--- config.mk ---
export PLATFORM = sky130hd
export DESIGN_NAME = alu_exec_unit
export DESIGN_NICKNAME = d
export VERILOG_FILES = /design/src/rtl/alu_exec_unit.sv
export SDC_FILE = /design/constraint.sdc
export NUM_CORES = 1
export LEC_CHECK = 0
export ABC_AREA = 1
export BUFFER_PORTS_ARGS = -buffer_cell sky130_fd_sc_hd__buf_2
export CAP_MARGIN = 10
export CORE_UTILIZATION = 25
export DETAILED_ROUTE_END_ITERATION = 8
export GPL_TIMING_DRIVEN = 1
export HOLD_SLACK_MARGIN = 0.03
export PLACE_DENSITY_LB_ADDON = 0.1
export REMOVE_ABC_BUFFERS = 1
export SLEW_MARGIN = 25
export SYNTH_ARGS = -nofsm -noshare
export SYNTH_HDL_FRONTEND = slang
export SYNTH_SLANG_ARGS = --single-unit
--- constraint.sdc ---
create_clock -name clk_i -period 3.35 [get_ports clk_i]
set_input_delay 0.67 -clock clk_i [delete_from_list [all_inputs] [get_ports clk_i]]
set_output_delay 0.67 -clock clk_i [all_outputs]
set_load 0.01 [all_outputs]
--- src/rtl/alu_exec_unit.sv ---
// Execute-stage ALU: single-cycle AND/OR/ADD/SUB/SLT and an iterative shift-add MUL.
// Optional build macro ALU_OVF_EN adds the registered signed/unsigned overflow flag ovf_o.
module alu_exec_unit #(
  parameter int WIDTH = 32
) (
  input  logic             clk_i,
  input  logic             rst_i,
  input  logic             valid_i,
  output logic             ready_o,
  input  logic [3:0]       ctrl_i,
  input  logic [WIDTH-1:0] src1_i,
  input  logic [WIDTH-1:0] src2_i,
  output logic [WIDTH-1:0] result_o,
  output logic             zero_o,
`ifdef ALU_OVF_EN
  output logic             valid_o,
  output logic             ovf_o
`else
  output logic             valid_o
`endif
);

  localparam int CNT_W = $clog2(WIDTH);
`ifdef ALU_OVF_EN
  localparam int ACC_W = 2 * WIDTH;
`else
  localparam int ACC_W = WIDTH;
`endif

  localparam logic [3:0] CTRL_AND = 4'b0000;
  localparam logic [3:0] CTRL_OR  = 4'b0001;
  localparam logic [3:0] CTRL_ADD = 4'b0010;
  localparam logic [3:0] CTRL_SUB = 4'b0110;
  localparam logic [3:0] CTRL_SLT = 4'b0111;
  localparam logic [3:0] CTRL_MUL = 4'b1000;

  typedef enum logic [0:0] {
    IDLE = 1'b0,
    MUL  = 1'b1
  } state_t;

  state_t             state_r, state_nxt_s;
  logic [CNT_W-1:0]   cnt_r, cnt_nxt_s;
  logic [ACC_W-1:0]   acc_r, acc_nxt_s;
  logic [ACC_W-1:0]   mcand_r, mcand_nxt_s;
  logic [WIDTH-1:0]   mplier_r, mplier_nxt_s;
  logic [WIDTH-1:0]   result_r, result_nxt_s;
  logic               zero_r, zero_nxt_s;
  logic               valid_r, valid_nxt_s;

  logic [WIDTH-1:0]   sum_s, diff_s, alu_s;
  logic [ACC_W-1:0]   acc_sum_s;
`ifdef ALU_OVF_EN
  logic               ovf_r, ovf_nxt_s;
  logic               alu_ovf_s;
`endif

  assign sum_s     = src1_i + src2_i;
  assign diff_s    = src1_i - src2_i;
  // The multiplicand is only added when the current multiplier bit is set.
  assign acc_sum_s = acc_r + (mplier_r[0] ? mcand_r : {ACC_W{1'b0}});

  // Single-cycle result from the live operands.
  always_comb begin
    alu_s = {WIDTH{1'b0}};
    case (ctrl_i)
      CTRL_AND: alu_s = src1_i & src2_i;
      CTRL_OR:  alu_s = src1_i | src2_i;
      CTRL_ADD: alu_s = sum_s;
      CTRL_SUB: alu_s = diff_s;
      CTRL_SLT: alu_s = {{(WIDTH-1){1'b0}}, ($signed(src1_i) < $signed(src2_i))};
      default:  alu_s = {WIDTH{1'b0}};
    endcase
  end

`ifdef ALU_OVF_EN
  // Two's-complement overflow for the single-cycle add/subtract.
  always_comb begin
    alu_ovf_s = 1'b0;
    case (ctrl_i)
      CTRL_ADD: alu_ovf_s = (src1_i[WIDTH-1] == src2_i[WIDTH-1]) &&
                            (sum_s[WIDTH-1] != src1_i[WIDTH-1]);
      CTRL_SUB: alu_ovf_s = (src1_i[WIDTH-1] != src2_i[WIDTH-1]) &&
                            (diff_s[WIDTH-1] != src1_i[WIDTH-1]);
      default:  alu_ovf_s = 1'b0;
    endcase
  end
`endif

  // Next-state and datapath update for the IDLE/MUL controller.
  always_comb begin
    state_nxt_s  = state_r;
    cnt_nxt_s    = cnt_r;
    acc_nxt_s    = acc_r;
    mcand_nxt_s  = mcand_r;
    mplier_nxt_s = mplier_r;
    result_nxt_s = result_r;
    zero_nxt_s   = zero_r;
    valid_nxt_s  = 1'b0;
`ifdef ALU_OVF_EN
    ovf_nxt_s    = ovf_r;
`endif
    case (state_r)
      IDLE: begin
        if (valid_i) begin
          if (ctrl_i == CTRL_MUL) begin
            acc_nxt_s    = {ACC_W{1'b0}};
            mcand_nxt_s  = ACC_W'(src1_i);
            mplier_nxt_s = src2_i;
            cnt_nxt_s    = CNT_W'(WIDTH - 1);
            state_nxt_s  = MUL;
          end else begin
            result_nxt_s = alu_s;
            zero_nxt_s   = (alu_s == {WIDTH{1'b0}});
            valid_nxt_s  = 1'b1;
`ifdef ALU_OVF_EN
            ovf_nxt_s    = alu_ovf_s;
`endif
            state_nxt_s  = IDLE;
          end
        end else begin
          state_nxt_s = IDLE;
        end
      end
      MUL: begin
        acc_nxt_s    = acc_sum_s;
        mcand_nxt_s  = mcand_r << 1;
        mplier_nxt_s = mplier_r >> 1;
        if (cnt_r == {CNT_W{1'b0}}) begin
          result_nxt_s = acc_sum_s[WIDTH-1:0];
          zero_nxt_s   = (acc_sum_s[WIDTH-1:0] == {WIDTH{1'b0}});
          valid_nxt_s  = 1'b1;
`ifdef ALU_OVF_EN
          ovf_nxt_s    = |acc_sum_s[ACC_W-1:WIDTH];
`endif
          state_nxt_s  = IDLE;
        end else begin
          cnt_nxt_s   = cnt_r - CNT_W'(1);
          state_nxt_s = MUL;
        end
      end
      default: begin
        state_nxt_s = IDLE;
      end
    endcase
  end

  // State register; reset abandons any multiply in flight.
  always_ff @(posedge clk_i) begin
    if (rst_i) begin
      state_r <= IDLE;
    end else begin
      state_r <= state_nxt_s;
    end
  end

  // Datapath and output registers.
  always_ff @(posedge clk_i) begin
    if (rst_i) begin
      cnt_r    <= {CNT_W{1'b0}};
      acc_r    <= {ACC_W{1'b0}};
      mcand_r  <= {ACC_W{1'b0}};
      mplier_r <= {WIDTH{1'b0}};
      result_r <= {WIDTH{1'b0}};
      zero_r   <= 1'b1;
      valid_r  <= 1'b0;
`ifdef ALU_OVF_EN
      ovf_r    <= 1'b0;
`endif
    end else begin
      cnt_r    <= cnt_nxt_s;
      acc_r    <= acc_nxt_s;
      mcand_r  <= mcand_nxt_s;
      mplier_r <= mplier_nxt_s;
      result_r <= result_nxt_s;
      zero_r   <= zero_nxt_s;
      valid_r  <= valid_nxt_s;
`ifdef ALU_OVF_EN
      ovf_r    <= ovf_nxt_s;
`endif
    end
  end

  assign ready_o  = (state_r == IDLE);
  assign result_o = result_r;
  assign zero_o   = zero_r;
  assign valid_o  = valid_r;
`ifdef ALU_OVF_EN
  assign ovf_o    = ovf_r;
`endif

endmodule

==> metrics.md, run 1 <==
| Metric | Value |
|---|---|
| Core ar. | `0.0551 mm2` |
| Register area share after synthesis | `19.5%` |
| Max stage delay on crit path | `0.37 ns` |
| Post-synthesis simple-gate area fraction | `39.2%` |
| Synth Area per Inst | `5.66 um2` |
| Leakage | `8.75 nW` |
| Synth Cell Area | `0.0139 mm2` |
| Fraction of registers with async set/reset | `0%` |
| GRT Overall Usage | `22.8%` |
| Total gr overflow | `0` |
| Drc violations | `0` |
| EDFF count, synth | `0` |
| Detail Route Antenna Nets | `0` |
| Slowest-stage cell, CP | `ha_1` |
| Clock Sinks | `136` |
| Placed Cells | `3415` |
| Worst Setup Start Kind | `flip-flop` |
| DR iter-0 viols | `1188` |
| FILL cells | `6393` |
| Area Overhead vs Synth | `23.1%` |
| Sequential Area | `0.00273 mm2` |
| Worst path cell trace | `buf_12 > nand2_1 > inv_1 > ha_1 > nand2_1 > nor2_1 > inv_1 > nor3_1 > nand3_1 > nand3_1 > a21oi_2 > xnor2_1 > nand2_1 > nor2_1 > nand3_2 > nand2_1 > nand2_1 > nand2_1` |
| CP Max Fanout | `32` |
| HPWL after DPL | `52.7 mm` |
| Post-synthesis compound-gate area fraction | `14.7%` |
| CP Class | `reg2reg` |
| R2r startpoint | `mplier_r[0]` |
| Number of global-route vias before repair | `16.0k` |
| Worst EP required | `3.80 ns` |
| Worst Min Path Start | `mplier_r[31]` |
| H-tree levels | `4` |
| Ant. Diodes | `0` |
| Final wirelength | `63.9 mm` |
| # IOs | `106` |
| Outcome | `completed` |
| Syn Inst Count | `2462` |
| Synth Flop Type | `dfxtp_1` |
| Final period utilization | `92.6%` |
| CTS tree | `done` |
| Num CTS Buffers | `17` |
| Row cnt | `86` |
| Most used cell, CP | `nand2_1` |
| Worst-Skew Late Latency | `0.50 ns` |
| Initial Util | `25.3%` |
| RSZ-0062 raised after global routing | `no` |
| Clock root cell | `clkbuf_16` |
| Clock slew at reported path FFs | `0.08 ns` |
| Die width | `238 um` |
| Largest net degree at the start of global routing | `96` |
| Final-report max-slew violation count | `0` |
| Final min period | `3.10 ns` |
| Routed len/inst | `18.5 um` |
| Core Util, Final | `31.1%` |
| Worst VDD drop | `408 uV` |
| Proportion of layout cells with a drive suffix above 1 | `13.5%` |
| Fmax | `0.322 GHz` |
| Final Hold Viols | `0` |
| Die Height | `238 um` |
| Pwr dens | `314 mW/mm2` |
| Hold WC Path Type | `reg2reg` |
| Multi-input gate area | `0.00940 mm2` |
| Total of max-cap violations | `0` |
| Most common cell after layout, fill and taps aside | `nand2_1` |
| Vias | `16.3k` |
| Initial antenna violation count | `1` |
| Synth Area in Adders | `12.3%` |
| Synth unique cells | `41` |
| CP Capture Type | `flip-flop` |
| Via density per instance | `4.74` |
| Commonest cells after routing, fill and taps aside | `nand2_1 (858), inv_1 (398), nor2_1 (195)` |
| Setup violators final | `0` |
| Fin nets | `2892` |
| Gp weighted congestion | `0.940` |
| Crit path from | `mplier_r[0]` |
| Xor/xnor share of the synthesized area | `0.880%` |
| Skew final | `0.0253 ns` |
| Mux contribution to synthesized area | `0%` |
| Finished Layout Cells | `3447` |
| Worst slew pin tran | `0.757 ns` |
| Critical Path AT | `3.55 ns` |
| Largest family of logic cells by synthesized area | `simple AND/OR/NAND/NOR gates` |
| PortBufs | `105` |
| Synth Register Bits | `136` |
| Longest Clk Path Bufs | `2` |
| Ys Warns | `0` |
| First-pass GRT wire length | `96.8 mm` |
| Die ar. | `0.0567 mm2` |
| Post-CTS setup buffer count | `0` |
| Drt first pass iters | `5` |
| Slew HR | `49.6%` |
[Yosys cell counts (3+ instances only)]
library cell  number  share of area [%]
nand2_1          860                 23
inv_1            398                 11
nor2_1           197                5.3
nand3_1          164                5.9
dfxtp_1          136                 20
ha_1             132                 12
a21oi_1          131                4.7
o21ai_0           95                3.4
a31oi_1           92                4.1
clkbuf_1          49                1.3
nand4_1           34                1.5
o22ai_1           25                1.1
buf_2             19               0.68
nor3_1            16               0.57
nand3b_1          15               0.81
or2_2             11               0.49
buf_1              9               0.24
xnor2_1            8               0.50
nor2_2             7               0.31
o211ai_1           6               0.32
o21bai_1           6               0.32
xor2_1             6               0.38
inv_2              5               0.13
nand2_2            5               0.22
and3_1             4               0.18
o21a_1             4               0.22
a21o_1             3               0.16
buf_4              3               0.16
fa_1               3               0.43
nor3_2             3               0.22
nor4_1             3               0.13
[report_power, final]
group	leakage [nW]	internal (W)	switching (W)	total, W
registers	1.10	0.00166	0.0000305	0.00169
logic	7.35	0.000558	0.00103	0.00159
clock network	0.293	0.00123	0.000864	0.00209
total	8.75	0.00345	0.00193	0.00538
[cell type report]
class / count / share of cell area (%)
clock inverters: 10 / 0.839
repair buffers: 286 / 11.4
flip-flops and latches: 136 / 15.9
inverters: 404 / 8.84
well taps: 748 / 5.46
clock buffers: 22 / 2.77
multi-input cells: 1841 / 54.8
[logic make-up (layout without fill, tap and decap cells)]
| logic type | count (synthesis) | count (layout) |
|---|---|---|
| buf+inv | 485 | 722 |
| xor+xnor | 14 | 14 |
| fa+ha+maj | 135 | 135 |
| flops | 136 | 136 |
| simple gates | 1325 | 1325 |
| compound gates | 367 | 367 |
[sequential cells by signal, summed over array words and instances (netlist names)]
register / count
cnt_r: 5
valid_o: 1
result_o: 32
mplier_r: 32
acc_r: 32
state_r: 1
mcand_r: 32
zero_o: 1
[stage by stage]
| step | setup slack (ns) | hold WS, ns | TNS (ns) | area, um2 | total power (W) |
|---|---|---|---|---|---|
| 3_5_place_dp | -0.141 | 0.457 | -0.440 | 16500 | 0.00331 |
| 5_1_grt | 0.00435 | 0.465 | 0 | 17100 | 0.00567 |
| 3_3_place_gp | -0.226 | 0.452 | -0.751 | 16500 | 0.00332 |
| 6_report | 0.248 | 0.469 | 0 | 17100 | 0.00538 |
| 4_1_cts | 0.129 | 0.443 | 0 | 17100 | 0.00543 |
| 2_1_floorplan | -1.60 | 0.435 | -188.44 | 13600 | 0.00253 |
[worst paths after layout]
check | endpoint | slack (ns) | cells after the start
min | mplier_r[31] | 0.47 | 2
max | zero_o | 0.25 | 18
min reg2reg | mplier_r[31] | 0.47 | 2
max reg2reg | zero_o | 0.25 | 18
[metal layers]
metal	global-route usage, %	routed length, um
met1	31.2	31700
met2	37.6	28900
met3	3.42	2290
met4	5.17	1120
met5	0	0
[worst max-delay path: cells and delay by family (launching register included)]
kind,cells,cell delay (ns)
adders and majority gates,1,0.37
xor gates and xnor gates,1,0.25
DFF,1,0.34
buffers and inverters,3,0.31
AOI/OAI and AO/OA,1,0.11
and+or+nand+nor,12,1.66
[what timing repair did]
item,CTS,global route
gates resized for setup,0,9
setup endpoints to repair,0,1
endpoints found under the hold margin,0,0
hold buffers,0,0
Note: power is estimated with default switching activity, not from simulation.
==> inputs of run 2 (changes only) <==
--- a/config.mk
+++ b/config.mk
@@ -5,7 +5,7 @@
 export SDC_FILE = /design/constraint.sdc
 export NUM_CORES = 1
 export LEC_CHECK = 0
-export ABC_AREA = 1
+export ABC_AREA = 0
 export BUFFER_PORTS_ARGS = -buffer_cell sky130_fd_sc_hd__buf_2
 export CAP_MARGIN = 10
 export CORE_UTILIZATION = 25
@@ -14,7 +14,7 @@
 export HOLD_SLACK_MARGIN = 0.03
 export PLACE_DENSITY_LB_ADDON = 0.1
 export REMOVE_ABC_BUFFERS = 1
-export SLEW_MARGIN = 25
+export SLEW_MARGIN = 20
 export SYNTH_ARGS = -nofsm -noshare
 export SYNTH_HDL_FRONTEND = slang
 export SYNTH_SLANG_ARGS = --single-unit
==> run 2 against run 1 <==
The flow now finishes with violations (negative setup slack). Sequential share of layout area decreased by 2.0 points. Sequential cell count is the same. Area after synthesis fell by 11%. Critical path depth decreased by 2. Worst hold slack lost 0.052 ns. Design area grew 15%. Largest cell class unchanged. Largest power group unchanged. Highest routed layer unchanged.
==> metrics.md, run 2 <==
| Metric | Value |
|---|---|
| Final min period | `4.12 ns (was 3.10 ns)` |
| Synth Area per Inst | `6.89 um2 (was 5.66 um2)` |
| Number of global-route vias before repair | `14.2k (was 16.0k)` |
| Hold buffer count at CTS | `0 (unchanged)` |
| Crit path max-delay family | `simple AND/OR/NAND/NOR gates (unchanged)` |
| Fmax | `0.243 GHz (was 0.322 GHz)` |
| Final Hold Viols | `0 (unchanged)` |
| Sum Neg Setup Slack | `-3.01 ns (was 0 ns)` |
| Synth Register Bits | `136 (unchanged)` |
| Worst Setup Start Kind | `input port (was flip-flop)` |
| R2R Setup Slk | `-0.60 ns (was 0.25 ns)` |
| Leakage | `9.17 nW (was 8.75 nW)` |
| Setup violators final | `14 (was 0)` |
| HPWL after DPL | `42.3 mm (was 52.7 mm)` |
| Outcome | `finished with violations (was completed)` |
| EDFF count, synth | `0 (unchanged)` |
| Finished Layout Cells | `3056 (was 3447)` |
| Ys Warns | `0 (unchanged)` |
| Worst EP required | `3.77 ns (was 3.80 ns)` |
| Worst path cell trace | `buf_4 > inv_2 > ha_4 > or3_4 > or4_4 > a21oi_4 > nor3_4 > o31ai_4 > a31oi_4 > o41ai_4 > nor4_2 > or4_4 > or4_4 > a2111o_1 > or3_1 > nand3_1 (was buf_12 > nand2_1 > inv_1 > ha_1 > nand2_1 > nor2_1 > inv_1 > nor3_1 > nand3_1 > nand3_1 > a21oi_2 > xnor2_1 > nand2_1 > nor2_1 > nand3_2 > nand2_1 > nand2_1 > nand2_1)` |
| Die ar. | `0.0504 mm2 (was 0.0567 mm2)` |
| RSZ-0062 raised after global routing | `yes (was no)` |
| Largest net degree at the start of global routing | `106 (was 96)` |
| Violated checks | `negative setup slack` |
| PortBufs | `105 (unchanged)` |
| Routed len/inst | `17.5 um (was 18.5 um)` |
| Commonest cells after routing, fill and taps aside | `buf_4 (541), nor2_1 (301), a21oi_1 (256) (was nand2_1 (858), inv_1 (398), nor2_1 (195))` |
| Longest Clk Path Bufs | `2 (unchanged)` |
| H-tree levels | `4 (unchanged)` |
| Proportion of layout cells with a drive suffix above 1 | `38.0% (was 13.5%)` |
| GRT Overall Usage | `21.2% (was 22.8%)` |
| Synth unique cells | `76 (was 41)` |
| Pwr dens | `281 mW/mm2 (was 314 mW/mm2)` |
| Vias | `14.7k (was 16.3k)` |
| CP bufs+invs | `2 (was 3)` |
| Yosys top cell area share | `22.0% (was 23.2%)` |
| Slew HR | `34.0% (was 49.6%)` |
| Synth Cell Area | `0.0124 mm2 (was 0.0139 mm2)` |
| Fin nets | `2586 (was 2892)` |
| Critical Path AT | `4.54 ns (was 3.55 ns)` |
| Worst VDD drop | `284 uV (was 408 uV)` |
| Die Height | `224 um (was 238 um)` |
| Final wirelength | `53.5 mm (was 63.9 mm)` |
| Total of max-cap violations | `0 (unchanged)` |
| Area Overhead vs Synth | `58.8% (was 23.1%)` |
| Ant. Diodes | `0 (unchanged)` |
| Worst-Skew Late Latency | `0.48 ns (was 0.50 ns)` |
| CTS tree | `done (unchanged)` |
| Most used cell, CP | `or4_4 (was nand2_1)` |
| Initial Util | `25.3% (about the same)` |
| Placed Cells | `3000 (was 3415)` |
| Slowest-stage cell, CP | `or4_4 (was ha_1)` |
| FILL cells | `5257 (was 6393)` |
| Fraction of registers with async set/reset | `0% (unchanged)` |
| Synth Flop Type | `dfxtp_1 (unchanged)` |
| CP Capture Type | `flip-flop (unchanged)` |
| Clock slew at reported path FFs | `0.06 ns (was 0.08 ns)` |
| First-pass GRT wire length | `81.9 mm (was 96.8 mm)` |
| Max stage delay on crit path | `0.45 ns (was 0.37 ns)` |
| Drc violations | `0 (unchanged)` |
| # IOs | `106 (unchanged)` |
| Total gr overflow | `0 (unchanged)` |
| CP Max Fanout | `3 (was 32)` |
| Skew final | `0.0119 ns (was 0.0253 ns)` |
| Register area share after synthesis | `22.0% (was 19.5%)` |
| Final-report max-slew violation count | `0 (unchanged)` |
| Most frequent cells after synthesis | `nor2_1 (304), a21oi_1 (287), dfxtp_1 (136), nand2_1 (136), ha_1 (132) (was nand2_1 (860), inv_1 (398), nor2_1 (197), nand3_1 (164), dfxtp_1 (136))` |
| Most common cell after layout, fill and taps aside | `buf_4 (was nand2_1)` |
| Hold WC Path Type | `in2reg (was reg2reg)` |
| Final period utilization | `123% (was 92.6%)` |
| Gp weighted congestion | `0.906 (was 0.940)` |
| Clock Sinks | `136 (unchanged)` |
| DR iter-0 viols | `839 (was 1188)` |
| Detail Route Antenna Nets | `0 (unchanged)` |
| Hold_ws | `0.417 ns (was 0.469 ns)` |
| Row cnt | `81 (was 86)` |
| Pre-CTS WS | `-1.74 ns (was -0.141 ns)` |
| Count leader, synth | `nor2_1 (was nand2_1)` |
| Leading area contributor after synthesis | `dfxtp_1 (was nand2_1)` |
| Syn Inst Count | `1796 (was 2462)` |
| Core ar. | `0.0488 mm2 (was 0.0551 mm2)` |
| Smallest setup slack after layout | `-0.773 ns (was 0.248 ns)` |
| Clock root cell | `clkbuf_16 (unchanged)` |
| Num CTS Buffers | `17 (unchanged)` |
| CP Class | `in2reg (was reg2reg)` |
| Tot Pwr | `0.00553 W (was 0.00538 W)` |
| Drt first pass iters | `5 (unchanged)` |
| Worst slew pin tran | `0.977 ns (was 0.757 ns)` |
| Die width | `224 um (was 238 um)` |
| Top post-synthesis cells by area | `dfxtp_1 (22%), ha_1 (13%), a21oi_1 (12%) (was nand2_1 (23%), dfxtp_1 (20%), ha_1 (12%))` |
| Initial antenna violation count | `0 (was 1)` |
| Via density per instance | `4.80 (was 4.74)` |
==> run 2: changes by cell type after synthesis, sizes merged, moves of 37 or more <==
cell | previous run | this run
nand2 | 865 | 136
inv | 403 | 108
a21oi | 132 | 288
nand3 | 166 | 35
nor2 | 206 | 304
a31oi | 92 | 13
clkbuf | 49 | 102
and2 | 2 | 41
xnor2 | 8 | 45
==> run 2: kinds of logic after synthesis <==
kind of cell               synth area share, %
DFF                                       22.0
adders and majority gates                 13.8
muxes                                    0.920
buffers and inverters                     6.76
xor gates and xnor gates                  3.89
AOI/OAI and AO/OA                         29.5
and+or+nand+nor                           23.1
==> run 2: path summary, 6_finish.rpt <==
path | startpoint | to | cells past startpoint
worst min-delay path | rst_i | result_o[30] | 2
worst min register to register | result_o[7] | result_o[7] | 2
worst max-delay path | src1_i[11] | zero_o | 16
worst max register to register | mplier_r[0] | zero_o | 16
==> run 2: through the flow <==
stage               instance area [um2]  util (%)
floorplan                         11900         -
global placement                  17500      35.8
detailed placement                17500      35.8
CTS                               19000      38.9
global route                      19600      40.2
finish                            19600      40.2
==> run 2: per-layer routing <==
layer / wire, um / global-route usage, % / share of wire (%) / vias up
li1: - / - / - / 7445
met1: 26300 / 29.4 / 49 / 6885
met2: 23800 / 33.3 / 45 / 269
met3: 2140 / 3.42 / 4.0 / 61
met4: 1210 / 7.04 / 2.3 / 0
met5: 0 / 0 / 0 / -
==> run 2: where the power goes <==
| group | switching (W) | total [W] | internal (W) |
|---|---|---|---|
| clock network | 0.000846 | 0.00194 | 0.00110 |
| logic | 0.000999 | 0.00191 | 0.000913 |
| registers | 0.0000210 | 0.00167 | 0.00165 |
==> run 2: final cells by class <==
class	instances	area, um2	share of cell area [%]
clock buffer	18	429	2.18
clock inverter	13	148	0.751
inverter	108	430	2.19
multi-input combinational	1440	9990	50.8
sequential	136	2730	13.9
tap	664	831	4.23
timing repair buffer	677	5090	25.9
==> run 2: what timing repair did <==
action                                 in CTS  in global routing
pin swaps                                  84                 85
setup endpoints to repair                  31                 27
buffers inserted                           26                 25
resized for setup                         177                126
cloned                                      0                  0
endpoints found under the hold margin       0                  0
==> inputs of run 3 (changes only) <==
--- a/config.mk
+++ b/config.mk
@@ -13,6 +13,7 @@
 export GPL_TIMING_DRIVEN = 1
 export HOLD_SLACK_MARGIN = 0.03
 export PLACE_DENSITY_LB_ADDON = 0.1
+export RECOVER_POWER = 50
 export REMOVE_ABC_BUFFERS = 1
 export SLEW_MARGIN = 20
 export SYNTH_ARGS = -nofsm -noshare
==> run 3 against run 2 <==
The flow still finishes with violations (negative setup slack). Largest cell class unchanged. Wire length is essentially flat. Critical endpoint unchanged. Combinational power barely moved. Global-route usage is the same. Clock-buffer cell count unchanged. Non-clock buffer count is the same. Register-to-register slack barely moved. Largest power group unchanged. Power shrank 0.22%. Cell count did not move. Design area is 0.44% lower. Critical path depth stayed put. Die area did not move.
==> metrics.md, run 3 (same netlist as run 2, synthesis figures left out) <==
| Metric | Value |
|---|---|
| Total gr overflow | `0 (unchanged)` |
| Via density per instance | `4.78 (was 4.80)` |
| Grt met3 use | `3.42% (unchanged)` |
| H-tree levels | `4 (unchanged)` |
| Crit path max-delay family | `simple AND/OR/NAND/NOR gates (unchanged)` |
| Area Overhead vs Synth | `58.1% (was 58.8%)` |
| Final wirelength | `53.4 mm (was 53.5 mm)` |
| Die ar. | `0.0504 mm2 (unchanged)` |
| Most used cell, CP | `or4_4 (unchanged)` |
| Longest Clk Path Bufs | `2 (unchanged)` |
| Number of global-route vias before repair | `14.2k (unchanged)` |
| CP Class | `in2reg (unchanged)` |
| Finished Cell Area | `0.0196 mm2 (about the same)` |
| Worst path cell trace | `buf_4 > inv_2 > ha_4 > or3_4 > or4_4 > a21oi_4 > nor3_4 > o31ai_4 > a31oi_4 > o41ai_4 > nor4_2 > or4_4 > or4_4 > a2111o_1 > or3_1 > nand3_1 (unchanged)` |
| CP Capture Type | `flip-flop (unchanged)` |
| Row cnt | `81 (unchanged)` |
| Violated checks | `negative setup slack (unchanged)` |
| Worst VDD drop | `285 uV (was 284 uV)` |
| Worst Min Path Start | `rst_i (unchanged)` |
| Initial Util | `25.3% (unchanged)` |
| Die Height | `224 um (unchanged)` |
| Most common cell after layout, fill and taps aside | `buf_4 (unchanged)` |
| Ant. Diodes | `0 (unchanged)` |
| Smallest setup slack after layout | `-0.771 ns (was -0.773 ns)` |
| Vias | `14.6k (was 14.7k)` |
| Slowest-stage cell, CP | `or4_4 (unchanged)` |
| Crit path from | `src1_i[11] (unchanged)` |
| Detail Route Antenna Nets | `0 (unchanged)` |
| Gp weighted congestion | `0.906 (unchanged)` |
| Worst Setup Start Kind | `input port (unchanged)` |
| Final period utilization | `123% (about the same)` |
| R2r startpoint | `mplier_r[0] (unchanged)` |
| Clock slew at reported path FFs | `0.06 ns (about the same)` |
| Largest net degree at the start of global routing | `106 (unchanged)` |
| Proportion of layout cells with a drive suffix above 1 | `36.4% (was 38.0%)` |
| Final-report max-slew violation count | `0 (unchanged)` |
| CP Max Fanout | `3 (unchanged)` |
| Worst-Skew Late Latency | `0.48 ns (about the same)` |
| Fin nets | `2586 (unchanged)` |
| Clock root cell | `clkbuf_16 (unchanged)` |
| Initial antenna violation count | `0 (unchanged)` |
| Final Hold Viols | `0 (unchanged)` |
| Met1 Use GR | `29.4% (unchanged)` |
| GRT Overall Usage | `21.2% (unchanged)` |
| Leakage | `9.01 nW (was 9.17 nW)` |
| First-pass GRT wire length | `81.9 mm (unchanged)` |
| Pwr dens | `282 mW/mm2 (was 281 mW/mm2)` |
| Worst slew pin tran | `1.19 ns (was 0.977 ns)` |
| RSZ-0062 raised after global routing | `yes (unchanged)` |
| Routed len/inst | `17.5 um (about the same)` |
| Fmax | `0.243 GHz (about the same)` |
| Clock Sinks | `136 (unchanged)` |
| Worst EP required | `3.77 ns (about the same)` |
| Slew HR | `20.7% (was 34.0%)` |
| Dpl cell area | `0.0175 mm2 (unchanged)` |
| Skew final | `0.0110 ns (was 0.0119 ns)` |
| Drc violations | `0 (unchanged)` |
| Core ar. | `0.0488 mm2 (unchanged)` |
| Hold WC Path Type | `in2reg (unchanged)` |
| Total of max-cap violations | `0 (unchanged)` |
| Pre-CTS WS | `-1.74 ns (unchanged)` |
| Outcome | `finished with violations (unchanged)` |
| Busiest grt layer | `met2 (unchanged)` |
| DR iter-0 viols | `865 (was 839)` |
| FILL cells | `5275 (was 5257)` |
| Critical Path AT | `4.54 ns (about the same)` |
| Die width | `224 um (unchanged)` |
| Setup violators final | `16 (was 14)` |
| # IOs | `106 (unchanged)` |
| Final min period | `4.12 ns (about the same)` |
| PortBufs | `105 (unchanged)` |
| GR Util met2 | `33.3% (unchanged)` |
| Max stage delay on crit path | `0.45 ns (about the same)` |
| HPWL after DPL | `42.3 mm (unchanged)` |
| Drt first pass iters | `5 (unchanged)` |
| Commonest cells after routing, fill and taps aside | `buf_4 (537), nor2_1 (301), a21oi_1 (256) (was buf_4 (541), nor2_1 (301), a21oi_1 (256))` |
| CTS tree | `done (unchanged)` |
| CP bufs+invs | `2 (unchanged)` |
| Num CTS Buffers | `17 (unchanged)` |
## run 3: cell count changes in the layout (fill, tap and decap cells not counted)
cell	delta
clkbuf_1	+37
buf_2	-35
buf_12	-2
clkbuf_2	+4
buf_4	-4
## run 3: cell type report
| type | instances | area (um2) | area share [%] |
|---|---|---|---|
| Multi-Input combinational cell | 1440 | 9990 | 51.0 |
| Timing Repair Buffer | 677 | 5010 | 25.6 |
| Sequential cell | 136 | 2730 | 14.0 |
| Tap cell | 664 | 831 | 4.25 |
| Inverter | 108 | 430 | 2.20 |
| Clock buffer | 18 | 429 | 2.19 |
| Clock inverter | 13 | 148 | 0.755 |
## run 3: through the flow
step,power [W],util [%],setup TNS [ns],hold WS (ns),std cells
floorplan,0.00245,-,-159.22,0.435,1684
CTS,0.00553,38.9,-3.40,0.370,3048
finish,0.00552,40.0,-3.06,0.417,3056
global placement,0.00343,35.8,-20.74,0.439,3000
global route,0.00582,40.0,-7.73,0.410,3056
detailed placement,0.00342,35.8,-21.81,0.443,3000
## run 3: path summary, 6_finish.rpt
path	cells after the start	to	slack (ns)
setup / recovery	16	zero_o	-0.77
hold / removal	2	result_o[30]	0.42
setup reg to reg	16	zero_o	-0.59
hold reg to reg	2	result_o[5]	0.45
## run 3: timing repair
item	CTS	global route
setup buffers	26	25
pin swaps	84	85
hold endpoints to repair	0	0
endpoints found under the setup margin	31	27
hold buffers	0	0
resized for setup	177	126
## run 3: worst register-to-register path, cell delays in order (launching register included)
cell,delay (ns)
dfxtp_4,0.36
and2_4,0.15
ha_4,0.16
fa_2,0.39
a211oi_4,0.30
o21ai_2,0.10
a31oi_2,0.24
o21ai_1,0.14
o311a_1,0.38
or4_1,0.52
nor4_1,0.26
buf_4,0.17
nand3_1,0.07
nor4_1,0.28
buf_4,0.17
nand3_1,0.11
nand3_1,0.11
## run 3: report_power, final
part	switching (W)	leakage, nW	internal (W)
clock	0.000845	0.277	0.00110
sequential	0.0000219	1.10	0.00165
combinational	0.000998	7.63	0.000903
## run 3: metal layers
| layer | vias to the layer above | part of all wire (%) |
|---|---|---|
| li1 | 7443 | - |
| met1 | 6808 | 49 |
| met2 | 296 | 44 |
| met3 | 63 | 4.2 |
| met4 | 0 | 2.3 |
| met5 | - | 0 |
